===== src/rtl/frame_stream_source.sv =====
// frame_stream_source
//   Raster pixel source. On a start pulse it walks one frame of a synchronous
//   frame-buffer RAM in raster order and emits it as a pixel stream with
//   horizontal/vertical blanking and one-cycle sync pulses.
//
// Ports
//   clk      rising-edge clock
//   reset    synchronous, active-high
//   start    one-cycle pulse, launches a frame when idle
//   rd_en    RAM read strobe
//   rd_addr  RAM address (v*WIDTH+h, kept incrementally)
//   rd_data  RAM read data, valid the cycle after rd_en
//   en       data carries an active pixel
//   hsync    one-cycle end-of-line pulse (cycle after the last pixel of a line)
//   vsync    one-cycle end-of-frame pulse
//   data     pixel {B,G,R}; zero whenever en=0
//   busy     frame in progress
//   done     one-cycle pulse once the frame has fully drained
//
// Timing: every stream event appears two cycles after the scan position that
// produced it (one cycle RAM latency, one output register stage).

module frame_stream_source #(
  parameter int WIDTH      = 640,
  parameter int HEIGHT     = 480,
  parameter int H_BLANK    = 16,
  parameter int V_BLANK    = 2,
  parameter int PIXEL_SIZE = 24,
  parameter int ADDR_W     = 19
) (
  input  logic                  clk,
  input  logic                  reset,
  input  logic                  start,
  output logic                  rd_en,
  output logic [ADDR_W-1:0]     rd_addr,
  input  logic [PIXEL_SIZE-1:0] rd_data,
  output logic                  en,
  output logic                  hsync,
  output logic                  vsync,
  output logic [PIXEL_SIZE-1:0] data,
  output logic                  busy,
  output logic                  done
);

  localparam int H_TOT = WIDTH + H_BLANK;
  localparam int V_TOT = HEIGHT + V_BLANK;
  localparam int HW    = $clog2(H_TOT);
  localparam int VW    = $clog2(V_TOT);

  // Scan-position constants, sized to the counters. WIDTH < H_TOT and
  // HEIGHT < V_TOT, so all of them fit.
  localparam logic [HW-1:0] H_LAST = HW'(H_TOT - 1);
  localparam logic [HW-1:0] H_ACT  = HW'(WIDTH);
  localparam logic [HW-1:0] H_ACT1 = HW'(WIDTH - 1);
  localparam logic [VW-1:0] V_LAST = VW'(V_TOT - 1);
  localparam logic [VW-1:0] V_ACT  = VW'(HEIGHT);
  localparam logic [VW-1:0] V_ACT1 = VW'(HEIGHT - 1);

  typedef enum logic [1:0] {IDLE, RUN, DRAIN} state_t;

  state_t        state;
  logic [HW-1:0] h;
  logic [VW-1:0] v;
  logic          dcnt;

  // Stage between scan position and output register: read in flight,
  // pending hsync, pending vsync.
  logic          rd_vld;
  logic          hs_p;
  logic          vs_p;

  always_ff @(posedge clk) begin
    if (reset) begin
      state   <= IDLE;
      h       <= '0;
      v       <= '0;
      dcnt    <= 1'b0;
      rd_en   <= 1'b0;
      rd_addr <= '0;
      rd_vld  <= 1'b0;
      hs_p    <= 1'b0;
      vs_p    <= 1'b0;
      en      <= 1'b0;
      hsync   <= 1'b0;
      vsync   <= 1'b0;
      data    <= '0;
      busy    <= 1'b0;
      done    <= 1'b0;
    end else begin
      // Output stage: capture RAM data the cycle after the read.
      rd_vld <= rd_en;
      en     <= rd_vld;
      data   <= rd_vld ? rd_data : '0;
      hsync  <= hs_p;
      vsync  <= vs_p;
      hs_p   <= 1'b0;
      vs_p   <= 1'b0;
      done   <= 1'b0;

      if (rd_en) rd_addr <= rd_addr + 1'b1;
      // busy stays high through the done cycle so a start there is ignored.
      if (done) busy <= 1'b0;

      case (state)
        IDLE: begin
          if (start && !busy && !done) begin
            state   <= RUN;
            h       <= '0;
            v       <= '0;
            busy    <= 1'b1;
            rd_en   <= 1'b1;      // position (0,0) is always active
            rd_addr <= '0;
          end
        end

        RUN: begin
          hs_p <= (h == H_ACT) && (v < V_ACT);
          vs_p <= (h == '0) && (v == V_ACT);
          // rd_en is registered, so it is computed for the next position.
          if (h == H_LAST) begin
            h <= '0;
            if (v == V_LAST) begin
              v     <= '0;
              state <= DRAIN;
              dcnt  <= 1'b0;
              rd_en <= 1'b0;
            end else begin
              v     <= v + 1'b1;
              rd_en <= (v < V_ACT1);
            end
          end else begin
            h     <= h + 1'b1;
            rd_en <= (h < H_ACT1) && (v < V_ACT);
          end
        end

        DRAIN: begin
          // Two cycles to let the last sync/pixels leave the pipeline.
          if (dcnt) begin
            done  <= 1'b1;
            state <= IDLE;
          end else begin
            dcnt <= 1'b1;
          end
        end

        default: state <= IDLE;
      endcase
    end
  end

endmodule

===== config.mk =====
export PLATFORM = sky130hd
export DESIGN_NAME = frame_stream_source
export DESIGN_NICKNAME = d
export VERILOG_FILES = /design/src/rtl/frame_stream_source.sv
export SDC_FILE = /design/constraint.sdc
export NUM_CORES = 1
export LEC_CHECK = 0
export ABC_AREA = 1
export CORE_ASPECT_RATIO = 0.6
export CORE_MARGIN = 4
export CORE_UTILIZATION = 50
export CTS_CLUSTER_SIZE = 16
export DETAILED_ROUTE_END_ITERATION = 7
export HOLD_SLACK_MARGIN = 0.03
export PLACE_DENSITY = 0.8
export SLEW_MARGIN = 20
export SYNTH_ARGS = -nofsm -noshare
export SYNTH_HDL_FRONTEND = slang
export SYNTH_SLANG_ARGS = --single-unit

===== constraint.sdc =====
create_clock -name clk -period 1.9 [get_ports clk]
set_clock_uncertainty 0.2 [all_clocks]
set_input_delay 0.475 -clock clk [delete_from_list [all_inputs] [get_ports clk]]
set_output_delay 0.475 -clock clk [all_outputs]
set_load 0.05 [all_outputs]

==> flow_summary.toml, run 1 <==
[run_status]
status = "finished, final reports clean"

[place]
dpl.hpwl_um = 6630
dp_slack_ns = -0.0928
gp_congestion = 0.936
portBuffers = 75

[route]
ant_nets = 0
dr.pass1.iters = 5
avgViaCountPerCell = 4.90
num_vias = 3299
post_drt_wl_per_cell_um = 13.2
drc = 0
wirelength_um = 8890
drtIter0Drc = 348

[critical_path]
worst_setup_path_start_kind = "flop"
rr_endpoint = "h[7]"
cp.arrival_ns = 1.13
cp.required_ns = 1.22
critPathMaxFanout = 7
end_kind = "primary output"
crit_start = "rd_en"
path_class = "flop to primary output"
reg2reg_slack_ns = 0.14
r2r_cells = 10
r2r-start = "h[1]"

[grt]
grt_pass1_wl_um = 14500
antenna_found_initial = 0
gr-total-overflow = 0
grt_max_degree = 26
grt_usage = 0.222
first_global_vias = 3027

[cts]
cts_tree = "done"
cts_buffer_depth = 2
cts_buffers = 9
htreeDepth = 3
cts_root_buf = "clkbuf_16"
insertion_delay_ns = 0.34
cts_sinks = 74
clkTransAtPathRegs_ns = 0.06

[timing]
finalCriticalPeriod_ns = 1.81
finalWorstSetupSlack_ns = 0.0924
finalSetupViolCount = 0
rsz0062_at_grt = "false"
slew_headroom = 0.750
worst_pin_slew_ns = 0.374
post-route-period-util = 0.951
hold_violations = 0
drv_slew = 0
max_clock_freq_ghz = 0.553

[pwr]
p_per_area_mw_per_mm2 = 800
finalPower_w = 0.00386
p_leak_nw = 2.14
irDropWorstVdd_mv = 0.583

[synth]
async_flop_share = 0
synth_edf_count = 0
synth_cell_types = 35
syn_avg_cell_area_um2 = 7.03
syn_nets = 519
ys_warn_count = 0
syn_area_mm2 = 0.00342
synth-main-ff-cell = "dfxtp_1"
synth-seq-cells = 74
synth_cells = 486
seq_area_frac_synth = 0.434

[cells_and_area]
area_growth_pct = 41.0
antenna_cells = 0
fin_nets = 614
final_cell_mix = "nor2_1 (103), nand2_1 (102), inv_1 (78)"
final_common_cell = "nor2_1"
drive_gt1_frac = 0.196

[min_path]
hold-path-endpoint = "vsync"
min_path_type = "flop to flop"
hp-start = "vs_p"
hold_depth = 2

[flow_run]
drv_cap = 0

[floorplan]
row_count = 23
initial_core_util = 0.514
die_h_um = 72.0
fp.dieW_um = 115
dieArea_mm2 = 0.00826
core_mm2 = 0.00665
io_pins = 76
==> layer usage <==
metal	track usage	vias up	routed length, µm
met5	0	-	0
met4	0.0768	0	102
met1	0.297	1468	3990
li1	-	1680	-
met2	0.336	139	3940
met3	0.0792	12	850
==> Yosys cell counts (all sizes together) (3+ instances only) <==
| master | count | share of area |
|---|---|---|
| nor2 | 113 | 0.14 |
| a21oi | 16 | 0.025 |
| nand4 | 15 | 0.027 |
| buf | 6 | 0.017 |
| nand3 | 32 | 0.054 |
| nand2 | 110 | 0.13 |
| nor3 | 8 | 0.013 |
| xor2 | 4 | 0.010 |
| or2 | 3 | 0.0055 |
| inv | 84 | 0.092 |
| o21ai | 6 | 0.0088 |
| dfxtp | 74 | 0.43 |
| ha | 6 | 0.022 |
==> worst max path at each step <==
stage | end | slack [ns]
after floorplan | rd_addr[12] | 0.05
after global placement | h[7] | -0.07
after detailed placement | v[2] | -0.09
after CTS | rd_en | 0.1
after global routing | rd_addr[8] | 0.03
final | rd_en | 0.09
==> kinds of logic (layout without fill, tap and decap cells) <==
group | after synthesis | after routing | synth area share
simple gates | 285 | 285 | 0.383
buf+inv | 92 | 192 | 0.112
flops | 74 | 74 | 0.434
compound gates | 24 | 24 | 0.0373
fa+ha+maj | 6 | 6 | 0.0220
xor+xnor | 5 | 5 | 0.0128
==> stage by stage <==
stage / std cells / hold WS, ns / cell area [µm²] / TNS [ns] / utilization
2_1_floorplan: 486 / 0.188 / 3420 / 0 / -
3_3_place_gp: 657 / 0.192 / 4520 / -1.09 / 0.679
4_1_cts: 673 / 0.218 / 4820 / 0 / 0.725
6_report: 673 / 0.216 / 4820 / 0 / 0.725
5_1_grt: 673 / 0.237 / 4820 / 0 / 0.725
3_5_place_dp: 657 / 0.199 / 4520 / -2.06 / 0.679
==> flip-flops by register name (all words and copies together) (netlist names) <==
register / cells
en: 1
v: 9
rd_vld: 1
rd_en: 1
dcnt: 1
busy: 1
vs_p: 1
vsync: 1
rd_addr: 19
state: 2
hs_p: 1
hsync: 1
h: 10
data: 24
done: 1
==> worst max-delay path, stage by stage, from the launching register on <==
cell	delay (ns)
dfxtp_1	0.48
buf_4	0.18
buf_12	0.13
==> power breakdown <==
part	total [W]	leakage (nW)	switching, W	internal, W
Combinational	0.000518	1.40	0.000305	0.000213
Sequential	0.00164	0.600	0.0000421	0.00160
Clock	0.00170	0.142	0.000676	0.00102
==> area by class of cell <==
class | instances | area [µm²]
Clock buffer | 9 | 225
Sequential cell | 74 | 1480
Clock inverter | 7 | 76.3
Multi-Input combinational cell | 320 | 1560
Timing Repair Buffer | 92 | 1060
Inverter | 84 | 315
Tap cell | 87 | 109
Fill cell | 520 | 1830
==> repair_timing <==
| item | 4_1_cts | 5_1_grt |
|---|---|---|
| endpoints found under the hold margin | 0 | 0 |
| setup buffers | 0 | 0 |
| setup endpoints to repair | 0 | 2 |
| gates resized for setup | 0 | 1 |
| hold buffers | 0 | 0 |
No activity file was read; power rests on OpenSTA's default activity.
==> run 2, diff against run 1 <==
CORE_UTILIZATION = 40   (was 50)
GPL_TIMING_DRIVEN = 0   (was unset)
PLACE_DENSITY = 0.67   (was 0.8)
==> run 2 against run 1 <==
Against the previous run:
- wire length down 3.0%
- critical endpoint is now data[0]
- global-route usage decreased by 4.5 points
- power grew 2.0%
- highest routed layer unchanged
- via count shrank 2.8%
- count of clock-buffer cells in the layout stayed put
- worst hold slack worse by 0.014 ns
- combinational power decreased by 10%
- sequential share of layout area rose by 1.5 points
- clock power increased by 8%
- worst setup slack worse by 0.051 ns
- cell count grew 1.8%
- utilization shrank 16 points
==> flow_summary.toml, run 2 (synthesis results as in run 1) <==
[timing]
finalSetupViolCount = 0
post-route-period-util = 0.978
drv_slew = 0
rsz0062_at_grt = "false"
finalCriticalPeriod_ns = 1.86
worst_pin_slew_ns = 0.526
max_clock_freq_ghz = 0.538
hold_violations = 0
slew_headroom = 0.649

[route]
wirelength_um = 8620
avgViaCountPerCell = 4.68
num_vias = 3206
post_drt_wl_per_cell_um = 12.6
ant_nets = 0
dr.pass1.iters = 5
drc = 0
drtIter0Drc = 140

[critical_path]
critPathMaxStageDelay_ns = 0.54
cp.depth = 1
path_class = "flop to primary output"
crit_family = "buffers and inverters"
cp.arrival_ns = 1.18
cp.required_ns = 1.22
worst_setup_path_start_kind = "flop"
path_buf_inv = 1
end_kind = "primary output"
critPathMaxFanout = 1
r2r_cells = 9
slowest_stage = "dlygate4sd2_1"
cp_cell_sequence = "dlygate4sd2_1"

[pwr]
clkPwrFrac = 0.466
irDropWorstVdd_mv = 0.520
p_sw_frac = 0.257
p_switching_w = 0.00101
p_per_area_mw_per_mm2 = 855
finalPower_w = 0.00393
p_int_w = 0.00292
seqPwrFrac = 0.416
p_leak_nw = 2.07
combPwrFrac = 0.118

[grt]
antenna_found_initial = 0
grt_usage = 0.177
first_global_vias = 2945
grt_pass1_wl_um = 14200
gr-total-overflow = 0
grt_max_degree = 15

[floorplan]
io_pins = 76
dieArea_mm2 = 0.0101
row_count = 25
initial_core_util = 0.422
fp.dieW_um = 127
die_h_um = 79.6
core_mm2 = 0.00810

[place]
portBuffers = 75
dpl.hpwl_um = 6560
gp_congestion = 0.874

[cells_and_area]
reg.largest.list = "data x24, rd_addr x19, h x10"
area_growth_pct = 34.6
fin_nets = 605
final_cell_mix = "nor2_1 (103), nand2_1 (102), inv_1 (78)"
utilization = 0.568
final_common_cell = "nor2_1"
largest_reg_flops = 24
regMostFlops = "data"
fillers = 766
drive_gt1_frac = 0.133
antenna_cells = 0

[flow_run]
drv_cap = 0

[cts]
cts_tree = "done"
cts_buffers = 9
cts.hold.buffers_added = 0
cts_sinks = 74
cts_buffer_depth = 2
cts_root_buf = "clkbuf_16"
clkTransAtPathRegs_ns = 0.06
htreeDepth = 3
insertion_delay_ns = 0.34
post_cts_buffers = 0

[run_status]
status = "finished, final reports clean"

[min_path]
hold_depth = 2
min_path_type = "flop to flop"
==> run 2: area by class of cell <==
cell class	instances	area, µm²	area share
buffer	8	67.6	0.0147
clock buffer	9	225	0.0490
clock inverter	7	100	0.0218
inverter	84	315	0.0686
multi-input combinational	320	1560	0.339
sequential	74	1480	0.322
tap	108	135	0.0294
timing repair buffer	75	717	0.156
==> run 2: per-layer routing <==
layer,part of all wire,global-route usage,up-vias
met3,0.079,0.0568,7
met4,0.0099,0.0632,0
met1,0.52,0.252,1415
met5,0,0,-
li1,-,-,1663
met2,0.39,0.249,121
==> run 2: per-stage QoR <==
| stage | cells | setup TNS, ns | hold slack (ns) | worst slack [ns] | area, µm² |
|---|---|---|---|---|---|
| final | 685 | 0 | 0.202 | 0.0419 | 4600 |
| after global routing | 685 | 0 | 0.225 | 0.00288 | 4600 |
| after CTS | 685 | 0 | 0.202 | 0.0161 | 4610 |
| after detailed placement | 669 | -9.66 | 0.193 | -0.283 | 4300 |
| after global placement | 669 | -9.05 | 0.194 | -0.263 | 4300 |
| after floorplan | 486 | 0 | 0.188 | 0.0517 | 3420 |
==> run 2: power groups by stage <==
stage	registers, W	clock network, W	logic (W)
3_3_place_gp	0.00167	0	0.000470
5_1_grt	0.00164	0.00195	0.000508
3_5_place_dp	0.00167	0	0.000476
4_1_cts	0.00163	0.00189	0.000466
6_report	0.00164	0.00183	0.000464
2_1_floorplan	0.00174	0	0.000229
==> run 2: worst paths after layout <==
kind | from | end | slack [ns]
hold / removal | vs_p | vsync | 0.20
setup reg to reg | v[0] | v[6] | 0.14
setup / recovery | data[0] | data[0] | 0.04
hold reg to reg | vs_p | vsync | 0.20
==> run 2: repair_timing <==
| action | CTS | global route |
|---|---|---|
| endpoints found under the setup margin | 49 | 24 |
| gates resized for setup | 95 | 12 |
| pin swaps | 0 | 0 |
==> run 2: worst min-delay path, delay by kind of cell (launching register included) <==
family,cells,cell delay [ns]
simple gates,1,0.03
buf+inv,1,0.04
flops,1,0.29
==> run 3, diff against run 2 <==
CORE_UTILIZATION = 50   (was 40)
PLACE_DENSITY = 0.8   (was 0.67)
==> run 3 against run 2 <==
Against the previous run:
- largest cell class unchanged
- highest routed layer unchanged
- sequential share of layout area is 0.14 points higher
- critical endpoint is now hsync
- power decreased by 0.55%
- first-iteration DRC count is 86% higher
==> flow_summary.toml, run 3 (synthesis results as in run 1) <==
[floorplan]
row_count = 23
core_mm2 = 0.00665
die_h_um = 72.0
initial_core_util = 0.514
dieArea_mm2 = 0.00826
fp.dieW_um = 115
io_pins = 76

[timing]
hold_violations = 0
holdWs_ns = 0.210
max_clock_freq_ghz = 0.537
rsz0062_at_grt = "false"
drv_slew = 0
tns_ns = 0
post-route-period-util = 0.981
finalWorstSetupSlack_ns = 0.0361
slew_headroom = 0.647
finalCriticalPeriod_ns = 1.86
worst_pin_slew_ns = 0.532
finalSetupViolCount = 0

[run_status]
status = "finished, final reports clean"

[pwr]
p_leak_nw = 2.07
irDropWorstVdd_mv = 0.441
p_per_area_mw_per_mm2 = 854
finalPower_w = 0.00391

[place]
gp_congestion = 0.932
placed_area_mm2 = 0.00428
portBuffers = 75
dp_slack_ns = -0.246
dpl.hpwl_um = 6410

[cts]
post_cts_buffers = 0
insertion_delay_ns = 0.33
cts_buffer_depth = 2
cts_tree = "done"
cts_root_buf = "clkbuf_16"
htreeDepth = 3
cts-resized-gates = 93
clkTransAtPathRegs_ns = 0.06
cts_buffers = 9
cts_sinks = 74
cts.hold.buffers_added = 0

[cells_and_area]
antenna_cells = 0
fin_nets = 605
fin_area_mm2 = 0.00458
fillers = 556
drive_gt1_frac = 0.133
regMostFlops = "data"
largest_reg_flops = 24
final_common_cell = "nor2_1"
reg.largest.list = "data x24, rd_addr x19, h x10"
area_growth_pct = 34.0
final_cell_mix = "nor2_1 (102), nand2_1 (101), inv_1 (78)"

[critical_path]
path_class = "flop to primary output"
rr_endpoint = "state[0]"
cp.required_ns = 1.22
cp_cell_sequence = "dlygate4sd2_1"
cp.arrival_ns = 1.19
slowest_stage = "dlygate4sd2_1"
r2r-start = "v[0]"
crit_start = "hsync"
worst_setup_path_start_kind = "flop"
end_kind = "primary output"
reg2reg_slack_ns = 0.13
endpoint = "hsync"
critPathMaxStageDelay_ns = 0.55
critPathMaxFanout = 1
r2r_cells = 8
path_buf_inv = 1
cp.depth = 1
crit_family = "buffers and inverters"

[route]
num_vias = 3284
drtIter0Drc = 260
avgViaCountPerCell = 4.95
wirelength_um = 8740
ant_nets = 0
drc = 0
post_drt_wl_per_cell_um = 13.2
dr.pass1.iters = 5

[grt]
grt_usage = 0.218
gr-total-overflow = 0
antenna_found_initial = 0
grt_max_degree = 14
grt_pass1_wl_um = 14400
first_global_vias = 3106

[flow_run]
drv_cap = 0

[min_path]
min_path_type = "flop to flop"
[run 3: how the worst min path moves through the flow]
stage	start	to	slack (ns)	cells after the start
6_report	vs_p	vsync	0.21	2
5_1_grt	vs_p	vsync	0.22	2
4_1_cts	vs_p	vsync	0.21	2
3_5_place_dp	vs_p	vsync	0.20	2
3_3_place_gp	hs_p	hsync	0.19	2
2_1_floorplan	hs_p	hsync	0.19	2
[run 3: cell type report]
cell class	count	area, µm²	area share
buffer	8	67.6	0.0148
inverter	84	315	0.0689
timing repair buffer	75	724	0.158
clock buffer	10	229	0.0500
sequential	74	1480	0.324
tap	87	109	0.0238
clock inverter	6	90.1	0.0197
multi-input combinational	320	1560	0.341
[run 3: power breakdown]
part / switching [W] / leakage, nW / internal [W]
Sequential: 0.0000404 / 0.600 / 0.00160
Clock: 0.000653 / 0.153 / 0.00115
Combinational: 0.000302 / 1.32 / 0.000166
Total: 0.000995 / 2.07 / 0.00292
[run 3: routing by layer]
layer,track usage,wire length [µm]
met2,0.348,3860
met5,0,0
met1,0.292,4110
met3,0.0625,687
met4,0.0586,79
[run 3: per-stage QoR]
stage,util,std cells
2_1_floorplan,-,486
3_3_place_gp,0.643,648
3_5_place_dp,0.643,648
4_1_cts,0.688,664
5_1_grt,0.689,664
6_report,0.689,664
